### config.mk
export PLATFORM = sky130hd
export DESIGN_NAME = per_bus_master
export DESIGN_NICKNAME = d
export VERILOG_FILES = /design/src/rtl/per_bus_pkg.sv /design/src/rtl/per_bus_addr_gen.sv /design/src/rtl/per_bus_master.sv
export SDC_FILE = /design/constraint.sdc
export NUM_CORES = 1
export LEC_CHECK = 0
export CELL_PAD_IN_SITES_DETAIL_PLACEMENT = 1
export CELL_PAD_IN_SITES_GLOBAL_PLACEMENT = 1
export CORE_UTILIZATION = 30
export CTS_CLUSTER_DIAMETER = 100
export DETAILED_ROUTE_END_ITERATION = 12
export PLACE_DENSITY = 0.87
export SYNTH_ARGS = -nofsm -noshare
export SYNTH_HDL_FRONTEND = slang
export SYNTH_SLANG_ARGS = --single-unit
### constraint.sdc
create_clock -name mclk -period 3.6 [get_ports mclk]
set_input_delay 0.72 -clock mclk [delete_from_list [all_inputs] [get_ports mclk]]
set_output_delay 0.72 -clock mclk [all_outputs]
set_load 0.005 [all_outputs]
### src/rtl/per_bus_pkg.sv
// Shared types and constants for the openMSP430 peripheral-bus initiator.
package per_bus_pkg;

    localparam int PER_AW_DEFAULT = 14;
    localparam int PER_DW_DEFAULT = 16;

    localparam logic [1:0] CMD_READ = 2'b00;

    typedef enum logic [1:0] {
        IDLE   = 2'd0,
        ACCESS = 2'd1,
        RESP   = 2'd2
    } state_t;

endpackage

### src/rtl/per_bus_addr_gen.sv
// Burst beat counter with a wrapping word-address incrementer.
// Latency: loaded on command accept, steps on each non-final response handshake.
// Backpressure: none of its own; the master only steps it on a completed response.
module per_bus_addr_gen #(
    parameter int AW = 14
) (
    input  logic          mclk,
    input  logic          puc_rst,
    input  logic          load,
    input  logic          step,
    input  logic [AW-1:0] load_addr,
    input  logic [7:0]    load_len,
    output logic [AW-1:0] addr,
    output logic          last
);

    logic [7:0] beats_left;

    always_ff @(posedge mclk or posedge puc_rst) begin
        if (puc_rst) begin
            addr       <= '0;
            beats_left <= 8'd1;
        end else if (load) begin
            addr       <= load_addr;
            beats_left <= (load_len == 8'd0) ? 8'd1 : load_len;
        end else if (step) begin
            // Natural AW-bit overflow gives the 3FFF -> 0000 wrap.
            addr       <= addr + 1'b1;
            beats_left <= beats_left - 8'd1;
        end
    end

    assign last = (beats_left == 8'd1);

endmodule

### src/rtl/per_bus_master.sv
// Peripheral-bus initiator: one per_en cycle per beat; PER_BUS_MASTER_BURST_EN enables multi-beat bursts.
// Latency: accept -> per_en next cycle -> response the cycle after (3-cycle minimum period).
// Backpressure: cmd_ready only in IDLE; a stalled response holds the FSM in RESP with fields frozen.
module per_bus_master
    import per_bus_pkg::*;
#(
    parameter int PER_AW = PER_AW_DEFAULT,
    parameter int PER_DW = PER_DW_DEFAULT
) (
    input  logic              mclk,
    input  logic              puc_rst,
    input  logic              cmd_valid,
    output logic              cmd_ready,
    input  logic [1:0]        cmd_we,
    input  logic [PER_AW-1:0] cmd_addr,
    input  logic [PER_DW-1:0] cmd_wdata,
    input  logic [7:0]        cmd_len,
    output logic              rsp_valid,
    input  logic              rsp_ready,
    output logic [PER_DW-1:0] rsp_rdata,
    output logic              rsp_last,
    output logic              per_en,
    output logic [1:0]        per_we,
    output logic [PER_AW-1:0] per_addr,
    output logic [PER_DW-1:0] per_din,
    input  logic [PER_DW-1:0] per_dout,
    output logic              busy
);

    state_t            state_q, state_d;
    logic [1:0]        we_q;
    logic [PER_DW-1:0] wdata_q;
    logic [PER_AW-1:0] beat_addr;
    logic              beat_last;
    logic              accept;
    logic              rsp_done;

    assign accept   = (state_q == IDLE) && cmd_valid;
    assign rsp_done = (state_q == RESP) && rsp_ready;

    always_ff @(posedge mclk or posedge puc_rst) begin
        if (puc_rst) begin
            state_q <= IDLE;
        end else begin
            state_q <= state_d;
        end
    end

    always_comb begin
        state_d = state_q;
        case (state_q)
            IDLE:    if (cmd_valid) state_d = ACCESS;
            ACCESS:  state_d = RESP;
            RESP:    if (rsp_ready) state_d = beat_last ? IDLE : ACCESS;
            default: state_d = IDLE;
        endcase
    end

    // Bus fields are gated by per_en so nothing stale is left on the shared bus.
    always_comb begin
        cmd_ready = (state_q == IDLE) && !puc_rst;
        busy      = (state_q != IDLE);
        rsp_valid = (state_q == RESP);
        per_en    = (state_q == ACCESS);
        per_we    = per_en ? we_q      : 2'b00;
        per_addr  = per_en ? beat_addr : '0;
        per_din   = per_en ? wdata_q   : '0;
    end

    always_ff @(posedge mclk or posedge puc_rst) begin
        if (puc_rst) begin
            we_q    <= 2'b00;
            wdata_q <= '0;
        end else if (accept) begin
            we_q    <= cmd_we;
            wdata_q <= cmd_wdata;
        end
    end

    always_ff @(posedge mclk or posedge puc_rst) begin
        if (puc_rst) begin
            rsp_rdata <= '0;
            rsp_last  <= 1'b0;
        end else if (state_q == ACCESS) begin
            rsp_rdata <= (we_q == CMD_READ) ? per_dout : '0;
            rsp_last  <= beat_last;
        end
    end

`ifdef PER_BUS_MASTER_BURST_EN
    per_bus_addr_gen #(
        .AW(PER_AW)
    ) u_addr_gen (
        .mclk      (mclk),
        .puc_rst   (puc_rst),
        .load      (accept),
        .step      (rsp_done && !beat_last),
        .load_addr (cmd_addr),
        .load_len  (cmd_len),
        .addr      (beat_addr),
        .last      (beat_last)
    );
`else
    logic [PER_AW-1:0] addr_q;
    logic              unused_len;

    assign unused_len = ^{cmd_len, rsp_done};

    always_ff @(posedge mclk or posedge puc_rst) begin
        if (puc_rst) begin
            addr_q <= '0;
        end else if (accept) begin
            addr_q <= cmd_addr;
        end
    end

    assign beat_addr = addr_q;
    assign beat_last = 1'b1;
`endif

endmodule

== Word-level counts from Yosys, hierarchy flattened ==
Index checks and enable logic that the tools add are counted.

* Bits in registers: 51
* Input bits: 60
* Output and inout bits: 53
* Logic and storage cells: 24

* Reduce and logical (&&, ||, !) cells: 7
* Muxes and demuxes: 7
* Equality and inequality tests: 4

{| class="wikitable"
|+ Operators with widths
! kind !! count
|-
| $mux 16 || 2
|-
| $mux 14 || 1
|-
| $mux 2 || 3
|-
| $pmux 2 s3 || 1
|-
| $logic_not 2->1 || 2
|-
| $eq 2x1->1 const B || 1
|-
| $eq 2x2->1 const B || 1
|-
| $logic_and 1x1->1 || 2
|-
| $ne 2x1->1 const B || 1
|-
| $ne 2x2->1 const B || 1
|-
| $reduce_and 2->1 || 1
|-
| $reduce_bool 2->1 || 1
|-
| $logic_not 1->1 || 1
|}

== Logic depth before layout (Yosys ltp) ==
* Depth after elaboration: 3
* Gate-level depth with buffers: 5
* Mapped depth without buffers: 3

== Worst setup path after synthesis ==
OpenSTA, ideal clock, no wires.

* Path kind: reg2out
* Start: register state_q[1]
* End: output per_din[10]
* Stages on the path, launching flop included: 6
* Path slack: 1775 ps
* Data arrival time: 1105 ps
* Path buffers: 2
* Cell sequence: dfrtp_1 > nand2b_1 > buf_4 > inv_2 > buf_2 > and2_1

* Word-level cells in the longest chain between the ends: 2

{| class="wikitable"
|+ Ends and longest elaborated chain
! element !! line !! source
|-
| start, declared || per_bus_master.sv:30 || <nowiki>state_t state_q, state_d;</nowiki>
|-
| start signal, assigned || per_bus_master.sv:45 || <nowiki>state_q <= state_d;</nowiki>
|-
| $eq 2x1->1 || per_bus_master.sv:64 || <nowiki>per_en = (state_q == ACCESS);</nowiki>
|-
| named net per_en || per_bus_master.sv:22 || <nowiki>output logic per_en,</nowiki>
|-
| $mux 16 || per_bus_master.sv:67 || <nowiki>per_din = per_en ? wdata_q : '0;</nowiki>
|-
| end, declared || per_bus_master.sv:25 || <nowiki>output logic [PER_DW-1:0] per_din,</nowiki>
|}

The timed path passes the listed nets, and every way through them passes these cells.

== Worst setup path after layout ==
* Start: register state_q[1]
* End: output per_we[1]

* Word-level cells in the longest chain between the ends: 2

{| class="wikitable"
|+ Ends and longest elaborated chain
! element !! line !! source
|-
| $eq 2x1->1 || per_bus_master.sv:64 ||
|-
| $mux 2 || per_bus_master.sv:65 || <nowiki>per_we = per_en ? we_q : 2'b00;</nowiki>
|-
| end, declared || per_bus_master.sv:23 || <nowiki>output logic [1:0] per_we,</nowiki>
|}

Every way passes these cells.

==> qor.csv <==
metric;value;unit
Initial Util;0.312;
Synth Flop Type;dfrtp_1;
first-pass GRT wire length;8.28;mm
CP bufs+invs;2;
fin crit period;2.80;ns
Fin. Hold Viols;0;
Setup TNS;0;ns
Initial DRC Count;11;
Area Overhead vs Synth;57.7;%
gr busiest metal;met2;
Min-Delay Startpoint;rsp_last$_DFFE_PP0N_;
reg2reg start;we_q[1]$_DFFE_PP0P_;
ratio of cells with drive above 1 in the final layout;0.183;
RSZ-0062 raised after global routing;false;
WP data arrival;2.08;ns
peak supply drop;0.238;mV
remaining global-route overflow;0;
Top Ports;113;
cell total after placement;345;
P_leak;1.40;nW
slowest stage cell, crit path;clkdlybuf4s50_1;
FF-to-FF setup slack;2.06;ns
Row Count;30;
CP Capture Type;primary output;
routability cong.;0.665;
clock skew;0.00339;ns
Skew-Pair Late Insertion Delay;0.30;ns
crit-path max FO;33;
capturing point of the worst reg2reg path;rsp_rdata[6]$_DFFE_PP0N_;
CP Cell Sequence;nand2b_1 > inv_2 > and2_1 > clkdlybuf4s50_1;
# hold bufs at CTS;0;
hold crit path type;reg2reg;
top-count cell post-synth;dfrtp_1;
max_cap viols;0;
post-synth net total;211;
Mean Syn Cell Area;14.1;µm²
Crit. Startpoint;state_q[1]$_DFFE_PP0P_;
Post-Synthesis Cells;151;
Port Buf Inserts;104;
routed wire length;5.11;mm
Slew @ Worst Pin;1.05;ns
status;finished clean;
fillcell total;720;
Finish-stage setup viols;0;
Max Freq;0.358;GHz
Die H;86.4;µm
drt via density;4.44;
Nets;316;
dpl hpwl;3.70;mm
Max Slew Vio Count;0;
GR Layer Usage met3;0.0505;
Routed Antenna Nets;0;
ant diodes;0;
worst min-delay path endpoint;rsp_last$_DFFE_PP0N_;
CTS tree;yes;
Die Area;7460;µm²
total core area;6830;µm²
clk buf depth;2;
Netlist cell types;18;
Synth Cell Area;2130;µm²
GR Util met1;0.168;
YS warnings;0;
GRT Util Overall;0.144;
post-route clock period utilization;0.776;
H-tree lvl count;2;
initial antenna violation count;0;
post-synthesis sequential area ratio;0.598;
vias;1568;
#FFs+latches synth;51;
Hold Crit Depth;1;
Crit path max-delay family;buffers and inverters;
Post-CTS Setup Repair Bufs;0;
Max stage delay on crit path;0.54;ns
top cell type's share of synthesized area;0.598;
DR WL/cell;14.5;µm
Non-Filler Instances;353;
WS Path Type;reg2out;
CTS Buf Count;5;
most frequent cells after synthesis;dfrtp_1 (51), and2_1 (32), mux2_2 (31);
most area-consuming cells after synthesis;dfrtp_1 (60%), mux2_2 (16%), and2_1 (9.4%);
vias in the first global route;1684;
pwr dens;729;nW/µm²
Yosys top cell by area;dfrtp_1;
Post-synth EDFFs;0;
Clk pin slew, worst setup/hold paths;0.09;ns
Root Driver;clkbuf_8;
Resize count post-CTS;0;
Critical Path Start Type;register;
ys async rst share;1.00;
Reg2Reg Depth;2;
Clock Sinks;51;
largest net degree at the start of global routing;52;
Critical Path RT;2.88;ns
relative slew slack;0.296;
met2 Track Usage GR;0.253;
Die Wd;86.4;µm
drt pass-1 iters;2;
DR DRC count;0;
## metrics by stage
step | setup WS [ns] | hold WS, ns | power, W | instance area [µm²] | util
after CTS | 0.740 | 0.483 | 0.00250 | 3370 | 0.493
after global routing | 0.615 | 0.501 | 0.00263 | 3370 | 0.493
after global placement | 1.12 | 0.448 | 0.00203 | 3250 | 0.476
after detailed placement | 1.09 | 0.457 | 0.00208 | 3250 | 0.476
final | 0.805 | 0.483 | 0.00245 | 3370 | 0.493
after floorplan | 1.65 | 0.449 | 0.00151 | 2130 | -
## how the worst max path moves through the flow
stage / endpoint / slack [ns] / depth (start not counted)
CTS: per_we[0] / 0.74 / 4
global route: per_we[1] / 0.62 / 4
global placement: cmd_ready / 1.12 / 3
finish: per_we[1] / 0.80 / 4
floorplan: addr_q[0]$_DFFE_PP0P_ / 1.65 / 1
detailed placement: per_we[0] / 1.09 / 4
## logic make-up after synthesis
logic type,synth area share
simple gates,0.128
compound gates,0.0680
buf+inv,0.0375
flops,0.598
mux,0.169
## routing by layer
| metal | vias to the layer above | share of wire |
|---|---|---|
| met2 | 57 | 0.52 |
| li1 | 723 | - |
| met3 | 2 | 0.074 |
| met1 | 786 | 0.40 |
| met5 | - | 0 |
| met4 | 0 | 0.0033 |
## flip-flops by register name, summed over array words and instances (netlist names)
signal,count
rsp_rdata,16
wdata_q,16
we_q,2
addr_q,14
rsp_last,1
state_q,2
## cell usage in the layout (no fill, tap or decap), types with 2 or more instances in the layout
cell and n:
clkdlybuf4s50_1 104, dfrtp_1 51, and2_1 32, mux2_2 31
a22o_1 16, clkbuf_8 6, buf_4 3, nand2b_1 2
inv_2 2
## where the power goes
part	internal [W]	leakage, nW	switching (W)
Combinational	0.000704	0.711	0.000343
Clock	0.000225	0.0612	0.000189
Sequential	0.000845	0.623	0.000149
Total	0.00177	1.40	0.000680
## area by class of cell
class	instances	area [µm²]	area share
inverters	3	11.3	0.00334
repair buffers	107	1060	0.316
multi-input cells	88	778	0.231
well taps	96	120	0.0357
flip-flops and latches	51	1280	0.379
clock inverters	2	35.0	0.0104
clock buffers	6	82.6	0.0245
(Power assumes the default switching activity.)
